==> src/rtl/calc_sequencer_if.sv <==
// Calculator sequencer bus: key input, number-entry link, ALU handshake and display select.
interface calc_sequencer_if #(
  parameter int unsigned W = 10
);
  logic [4:0]   key_value;
  logic [W-1:0] d_number;
  logic         alu_done;
  logic         alu_err;
  logic [W:0]   alu_result;
  logic         num_clr;
  logic [W-1:0] op_a;
  logic [W-1:0] op_b;
  logic [1:0]   op_code;
  logic         alu_start;
  logic [1:0]   disp_sel;
  logic [W-1:0] disp_value;

  // Sequencer side
  modport master (
    input  key_value, d_number, alu_done, alu_err, alu_result,
    output num_clr, op_a, op_b, op_code, alu_start, disp_sel, disp_value
  );

  // Keypad / entry register / ALU side
  modport slave (
    output key_value, d_number, alu_done, alu_err, alu_result,
    input  num_clr, op_a, op_b, op_code, alu_start, disp_sel, disp_value
  );
endinterface

==> src/rtl/calc_sequencer.sv <==
// calc_sequencer: key-driven control FSM for the four-function calculator.
module calc_sequencer #(
  parameter int unsigned RELEASE_CNT = 100000,
  parameter int unsigned W           = 10,
  parameter int unsigned ALU_TMO     = 255
) (
  input  logic             clk,
  input  logic             rest,
  calc_sequencer_if.master bus
);
  localparam int unsigned RC_W    = $clog2(RELEASE_CNT + 1);
  localparam int unsigned TMO_W   = $clog2(ALU_TMO + 1);
  localparam int unsigned MAX_VAL = 999;
  localparam logic [W:0]  MAX_RES = (W+1)'(MAX_VAL);

  localparam logic [4:0] K_NONE = 5'd17;
  localparam logic [4:0] K_CLR  = 5'd12;
  localparam logic [4:0] K_ADD  = 5'd3;
  localparam logic [4:0] K_SUB  = 5'd7;
  localparam logic [4:0] K_MUL  = 5'd11;
  localparam logic [4:0] K_DIV  = 5'd15;
  localparam logic [4:0] K_EQ   = 5'd14;

  typedef enum logic [2:0] {S_A, S_B, S_EXEC, S_RES, S_ERR} state_t;

  state_t           state_q, state_d;
  logic [W-1:0]     op_a_q, op_a_d;
  logic [W-1:0]     op_b_q, op_b_d;
  logic [1:0]       op_code_q, op_code_d;
  logic [W-1:0]     result_q, result_d;
  logic [TMO_W-1:0] tmo_q, tmo_d;
  logic             num_clr_q, num_clr_d;
  logic             alu_start_q, alu_start_d;
  logic [1:0]       disp_sel_q, disp_sel_d;
  logic [W-1:0]     disp_value_c;

  logic [RC_W-1:0]  rel_cnt;
  logic             armed_c, key_evt_c;
  logic             is_op_c, is_eq_c, is_clr_c, is_digit_c;
  logic [1:0]       op_sel_c;

  // Key qualification: one event per press, re-armed after a long enough release
  assign armed_c   = (rel_cnt == RC_W'(RELEASE_CNT));
  assign key_evt_c = armed_c && (bus.key_value != K_NONE);

  // Release counter: consecutive no-key cycles, saturating at the re-arm threshold
  always_ff @(posedge clk) begin
    if (!rest) begin
      rel_cnt <= '0;
    end else if (bus.key_value != K_NONE) begin
      rel_cnt <= '0;
    end else if (!armed_c) begin
      rel_cnt <= rel_cnt + RC_W'(1);
    end
  end

  // Key classification and operator encoding
  always_comb begin
    is_op_c  = 1'b0;
    op_sel_c = 2'd0;
    case (bus.key_value)
      K_ADD: begin is_op_c = 1'b1; op_sel_c = 2'd0; end
      K_SUB: begin is_op_c = 1'b1; op_sel_c = 2'd1; end
      K_MUL: begin is_op_c = 1'b1; op_sel_c = 2'd2; end
      K_DIV: begin is_op_c = 1'b1; op_sel_c = 2'd3; end
      default: ;
    endcase
  end

  assign is_eq_c    = (bus.key_value == K_EQ);
  assign is_clr_c   = (bus.key_value == K_CLR);
  assign is_digit_c = !is_op_c && !is_eq_c && !is_clr_c && (bus.key_value != K_NONE);

  // Control registers: state, latched operands/result and registered outputs
  always_ff @(posedge clk) begin
    if (!rest) begin
      state_q     <= S_A;
      op_a_q      <= '0;
      op_b_q      <= '0;
      op_code_q   <= '0;
      result_q    <= '0;
      tmo_q       <= '0;
      num_clr_q   <= 1'b1;
      alu_start_q <= 1'b0;
      disp_sel_q  <= 2'd0;
    end else begin
      state_q     <= state_d;
      op_a_q      <= op_a_d;
      op_b_q      <= op_b_d;
      op_code_q   <= op_code_d;
      result_q    <= result_d;
      tmo_q       <= tmo_d;
      num_clr_q   <= num_clr_d;
      alu_start_q <= alu_start_d;
      disp_sel_q  <= disp_sel_d;
    end
  end

  // Next state and next register values; clear key overrides every state
  always_comb begin
    state_d     = state_q;
    op_a_d      = op_a_q;
    op_b_d      = op_b_q;
    op_code_d   = op_code_q;
    result_d    = result_q;
    tmo_d       = tmo_q;
    num_clr_d   = 1'b0;
    alu_start_d = 1'b0;

    case (state_q)
      S_A: begin
        if (key_evt_c && is_op_c) begin
          op_a_d    = bus.d_number;
          op_code_d = op_sel_c;
          num_clr_d = 1'b1;
          state_d   = S_B;
        end
      end
      S_B: begin
        if (key_evt_c && is_op_c) begin
          op_code_d = op_sel_c;
        end else if (key_evt_c && is_eq_c) begin
          op_b_d      = bus.d_number;
          tmo_d       = '0;
          alu_start_d = 1'b1;
          state_d     = S_EXEC;
        end
      end
      S_EXEC: begin
        if (bus.alu_done) begin
          if (bus.alu_err || (bus.alu_result > MAX_RES)) begin
            state_d = S_ERR;
          end else begin
            result_d = W'(bus.alu_result);
            state_d  = S_RES;
          end
        end else if (tmo_q == TMO_W'(ALU_TMO - 1)) begin
          state_d = S_ERR;
        end else begin
          tmo_d = tmo_q + TMO_W'(1);
        end
      end
      S_RES: begin
        if (key_evt_c && is_op_c) begin
          op_a_d    = result_q;
          op_code_d = op_sel_c;
          num_clr_d = 1'b1;
          state_d   = S_B;
        end else if (key_evt_c && is_digit_c) begin
          num_clr_d = 1'b1;
          state_d   = S_A;
        end
      end
      S_ERR: ;
      default: state_d = S_A;
    endcase

    if (key_evt_c && is_clr_c) begin
      op_a_d      = '0;
      op_b_d      = '0;
      op_code_d   = '0;
      result_d    = '0;
      num_clr_d   = 1'b1;
      alu_start_d = 1'b0;
      state_d     = S_A;
    end

    case (state_d)
      S_RES:   disp_sel_d = 2'd1;
      S_ERR:   disp_sel_d = 2'd2;
      default: disp_sel_d = 2'd0;
    endcase
  end

  // Display source: live entry, held result, or blank on error
  always_comb begin
    disp_value_c = '0;
    case (disp_sel_q)
      2'd0:    disp_value_c = bus.d_number;
      2'd1:    disp_value_c = result_q;
      default: disp_value_c = '0;
    endcase
  end

  assign bus.num_clr    = num_clr_q;
  assign bus.op_a       = op_a_q;
  assign bus.op_b       = op_b_q;
  assign bus.op_code    = op_code_q;
  assign bus.alu_start  = alu_start_q;
  assign bus.disp_sel   = disp_sel_q;
  assign bus.disp_value = disp_value_c;
endmodule
==> src/flat_wrapper.sv <==
// flat-port wrapper written by rule: the top's interface ports become plain ports
module calc_sequencer_flat 
#(
  parameter int unsigned RELEASE_CNT = 100000,
  parameter int unsigned W           = 10,
  parameter int unsigned ALU_TMO     = 255
)
  (clk, rest, bus_key_value, bus_d_number, bus_alu_done, bus_alu_err, bus_alu_result, bus_num_clr, bus_op_a, bus_op_b, bus_op_code, bus_alu_start, bus_disp_sel, bus_disp_value);
  calc_sequencer_if #(.W(W)) bus_i ();
  input  logic clk;
  input  logic rest;
  input wire logic [$bits(bus_i.key_value)-1:0] bus_key_value;
  input wire logic [$bits(bus_i.d_number)-1:0] bus_d_number;
  input wire logic [$bits(bus_i.alu_done)-1:0] bus_alu_done;
  input wire logic [$bits(bus_i.alu_err)-1:0] bus_alu_err;
  input wire logic [$bits(bus_i.alu_result)-1:0] bus_alu_result;
  output wire logic [$bits(bus_i.num_clr)-1:0] bus_num_clr;
  output wire logic [$bits(bus_i.op_a)-1:0] bus_op_a;
  output wire logic [$bits(bus_i.op_b)-1:0] bus_op_b;
  output wire logic [$bits(bus_i.op_code)-1:0] bus_op_code;
  output wire logic [$bits(bus_i.alu_start)-1:0] bus_alu_start;
  output wire logic [$bits(bus_i.disp_sel)-1:0] bus_disp_sel;
  output wire logic [$bits(bus_i.disp_value)-1:0] bus_disp_value;
  assign bus_i.key_value = bus_key_value;
  assign bus_i.d_number = bus_d_number;
  assign bus_i.alu_done = bus_alu_done;
  assign bus_i.alu_err = bus_alu_err;
  assign bus_i.alu_result = bus_alu_result;
  assign bus_num_clr = bus_i.num_clr;
  assign bus_op_a = bus_i.op_a;
  assign bus_op_b = bus_i.op_b;
  assign bus_op_code = bus_i.op_code;
  assign bus_alu_start = bus_i.alu_start;
  assign bus_disp_sel = bus_i.disp_sel;
  assign bus_disp_value = bus_i.disp_value;
  calc_sequencer #(.RELEASE_CNT(RELEASE_CNT), .W(W), .ALU_TMO(ALU_TMO)) u_core (.clk(clk), .rest(rest), .bus(bus_i));
endmodule
==> config.mk <==
export PLATFORM = sky130hd
export DESIGN_NAME = calc_sequencer_flat
export DESIGN_NICKNAME = d
export VERILOG_FILES = /design/src/rtl/calc_sequencer_if.sv /design/src/rtl/calc_sequencer.sv /design/src/flat_wrapper.sv
export SDC_FILE = /design/constraint.sdc
export NUM_CORES = 1
export LEC_CHECK = 0
export ABC_AREA = 1
export CAP_MARGIN = 20
export CORE_MARGIN = 2
export CORE_UTILIZATION = 39
export CTS_BUF_LIST = sky130_fd_sc_hd__clkbuf_16
export DETAILED_ROUTE_END_ITERATION = 10
export PLACE_DENSITY = 0.65
export SLEW_MARGIN = 15
export SYNTH_ARGS = -nofsm -noshare
export SYNTH_HDL_FRONTEND = slang
export SYNTH_SLANG_ARGS = --single-unit
==> constraint.sdc <==
create_clock -name clk -period 2 [get_ports clk]
set_input_delay 0.6 -clock clk [delete_from_list [all_inputs] [get_ports clk]]
set_output_delay 0.6 -clock clk [all_outputs]
set_load 0.05 [all_outputs]
==> impl_metrics.csv <==
group,metric,value,unit
timing,rsz0062_at_grt,"true",
setup_path,cp-end-kind,"output port",
grt,grt_first_pass_wirelength,14700,um
timing,final_max_slew_viol_count,0,
route,drt_wl_total,9090,um
route,drc,0,
setup_path,crit_path_top_delay_cell,"dfxtp_4",
die,die_w,95.4,um
power_and_ir_drop,power_density,659,nW/um2
cts,tritoncts,"yes",
worst_hold_path,hold_class,"reg2reg",
power_and_ir_drop,seq_power_share,39.6,%
synth,synth_cells,484,
grt,grt_pass1_vias,3160,
setup_path,path_delay_family,"flip-flops",
cts,cts-hold-fix-buffers,0,
setup_path,timing.rr.end,"u_core.bus.op_code[1]",
die,die_area,9090,um2
synth,ys_top_cells_by_area,"dfxtp_1, nand2_1, nor2_1, inv_1, a21oi_1",
setup_path,path_class,"reg2out",
worst_hold_path,hp-start,"u_core.bus.op_b[8]",
setup_path,cp.required,1.40,ns
setup_path,cp_max_fo,5,
layout,diodes,0,
synth,yosys.area.top_type,"dfxtp_1",
power_and_ir_drop,pwr-share-comb,8.5,%
flow_run,cap_viol_max_count,0,
timing,hold_violations,0,
route,num_vias,3410,
synth,ys_async_sr_fraction,0,%
power_and_ir_drop,switching_share,22.3,%
setup_path,critPathLaunchType,"flop",
synth,synthFlopType,"dfxtp_1",
setup_path,r2r_slack,0.17,ns
setup_path,regToRegStartpoint,"u_core.rel_cnt[0]",
timing,fmax,510,MHz
synth,synth_edf_count,0,
cts,h-tree-depth,3,
place,place_area,4500,um2
worst_hold_path,hold_path_depth,2,
die,fp.dieH,95.4,um
grt,grt_use_total,20.9,%
place,dp_slack,-0.325,ns
synth,yosys.area.top_type_share,39.4,%
route,routed_via_density,4.86,
synth,synth_seq_area_share,39.4,%
worst_hold_path,min_to,"u_core.bus.op_b[8]",
place,portBuffers,65,
place,place.gp.congestion,0.826,
cts,path_clk_slew,0.06,ns
cts,cts-root-buf,"clkbuf_16",
synth,postSynthAreaPerCell,6.72,um2
timing,setup_viol,0,
route,first_pass_iters,4,
grt,grt_max_degree,23,
timing,worst_slew_pin_slew,0.741,ns
timing,fin_crit,1.96,ns
grt,antenna_found_initial,0,
route,wl_per_cell,13.0,um
die,initial_core_util,40.0,%
outcome,status,"completed",
layout,syn2layout_area_growth,50.3,%
layout,final_area,4890,um2
synth,synth_nets,518,
power_and_ir_drop,switching_power,0.000718,W
setup_path,crit_path_cell_trace,"or2_4 > o22ai_4 > buf_12",
layout,nFillCells,750,
die,fp-row-count,33,
synth,ys.warnings.count,0,
die,core_area,8130,um2
power_and_ir_drop,vdd_ir_drop_max,0.375,mV
timing,fin_skew,0.00777,ns
timing,fin_ws,0.0377,ns
power_and_ir_drop,pwr-share-clk,51.9,%
cts,clock_sinks,64,
timing,max_slew_margin,50.2,%
cts,clk_path_buf_depth,2,
place,post-dp-hpwl,6730,um
cts,cts_buffers,9,
power_and_ir_drop,p_int,0.00251,W
setup_path,arrival,1.36,ns
setup_path,ff2ff_path_depth,13,
timing,period_share,98.1,%
setup_path,cp_num_buf_inv,1,
layout,nets,625,
setup_path,max_stage_delay,0.36,ns
die,ios,66,
synth,synth_cell_types,36,
synth,syn-cell-area,3250,um2
route,drt_iter0_drc,104,
synth,synth-seq-cells,64,
cts,clk_latency,0.33,ns
route,ant_nets,0,
layout,final_layout_size_suffix_gt1_share,23.8,%
power_and_ir_drop,p_leak,2.01,nW
grt,gr-total-overflow,0,
cell type report:
class	instances	area, um2	area share [%]
Clock buffer	9	225	4.60
Clock inverter	7	93.8	1.92
Inverter	76	285	5.83
Multi-Input combinational cell	332	1820	37.1
Sequential cell	64	1290	26.3
Tap cell	105	131	2.69
Timing Repair Buffer	108	1050	21.5
kinds of logic after synthesis:
family          count (synthesis)  share of synthesized area [%]
fa+ha+maj                       4                           1.54
buf+inv                        89                           11.0
simple gates                  217                           29.1
flops                          64                           39.4
compound gates                104                           17.3
xor+xnor                        6                           1.62
registers in the layout, indices dropped and copies added (netlist names):
signal                count
u_core.rel_cnt           17
u_core.bus.alu_start      1
u_core.bus.op_b          10
u_core.bus.num_clr        1
u_core.state_q            3
u_core.bus.disp_sel       2
u_core.bus.op_a          10
u_core.tmo_q              8
u_core.bus.op_code        2
u_core.result_q          10
Yosys cell counts (3+ instances only):
| cell type | number |
|---|---|
| nand2_1 | 90 |
| nor2_1 | 76 |
| inv_1 | 70 |
| dfxtp_1 | 64 |
| a21oi_1 | 43 |
| o21ai_0 | 40 |
| nand3_1 | 21 |
| nand4_1 | 10 |
| o22ai_1 | 10 |
| nor3_1 | 9 |
| clkbuf_1 | 5 |
| inv_2 | 5 |
| buf_2 | 4 |
| ha_1 | 4 |
| o211ai_1 | 3 |
| xnor2_1 | 3 |
| xor2_1 | 3 |
layout by cell type (no fill, tap or decap), types with 2 or more instances in the layout:
cell             count
o21ai_1              9
ha_1                 3
inv_2               14
a211oi_1             2
nor3_2               2
clkbuf_16            9
buf_4               65
nand3_2              3
dfxtp_1             62
clkinv_1             2
inv_1               61
clkdlybuf4s50_1     16
dlymetal6s2s_1       3
nor2_2               3
dlygate4sd2_1       10
nor3_1               7
buf_12              14
xor2_1               3
or2_4                2
nor2_1              73
o21ai_0             32
nand4_1             10
bufinv_16            2
o211ai_1             3
nor3_4               2
o22ai_4             10
nand2_1             89
nand3_1             20
a21oi_1             43
xnor2_1              3
o21ai_2              2
worst min-delay path: cells and delay by family (launching register included):
family	cells	cell delay [ns]
AOI/OAI and AO/OA	1	0.05
buffers and inverters	1	0.04
DFF	1	0.31
routing by layer:
| metal | share of wire [%] | global-route usage [%] | routed length (um) |
|---|---|---|---|
| met1 | 49 | 28.9 | 4450 |
| met2 | 46 | 32.5 | 4170 |
| met3 | 3.3 | 3.40 | 302 |
| met4 | 1.8 | 8.82 | 163 |
| met5 | 0 | 0 | 0 |
worst max path at each step:
stage,from,to,cells after the start
global route,u_core.rel_cnt[0],u_core.bus.op_code[0],8
detailed placement,bus_key_value[2],u_core.bus.op_code[1],10
finish,u_core.bus.disp_sel[0],bus_disp_value[6],3
CTS,u_core.bus.disp_sel[1],bus_disp_value[8],4
global placement,bus_key_value[2],u_core.bus.op_code[0],10
floorplan,u_core.bus.disp_sel[0],bus_disp_value[0],3
power by group through the flow:
stage               Sequential (W)  Clock [W]  Combinational, W
global route               0.00127    0.00176          0.000292
detailed placement         0.00130          0          0.000276
floorplan                  0.00131          0          0.000106
finish                     0.00128    0.00167          0.000274
global placement           0.00130          0          0.000274
CTS                        0.00128    0.00170          0.000270
repair_timing:
action	4_1_cts	5_1_grt
pin swaps	10	5
buffers inserted	0	1
gates cloned	1	0
endpoints found under the setup margin	10	26
resized for setup	20	23
through the flow:
stage | TNS [ns] | power, W | utilization [%] | instances | hold WS, ns
after global placement | -10.49 | 0.00158 | 55.3 | 683 | 0.434
after CTS | 0 | 0.00325 | 59.2 | 700 | 0.448
after floorplan | 0 | 0.00141 | - | 484 | 0.441
after global routing | -0.113 | 0.00333 | 60.1 | 701 | 0.467
final | 0 | 0.00322 | 60.1 | 701 | 0.442
after detailed placement | -12.19 | 0.00158 | 55.3 | 683 | 0.438
(Power assumes the default switching activity.)
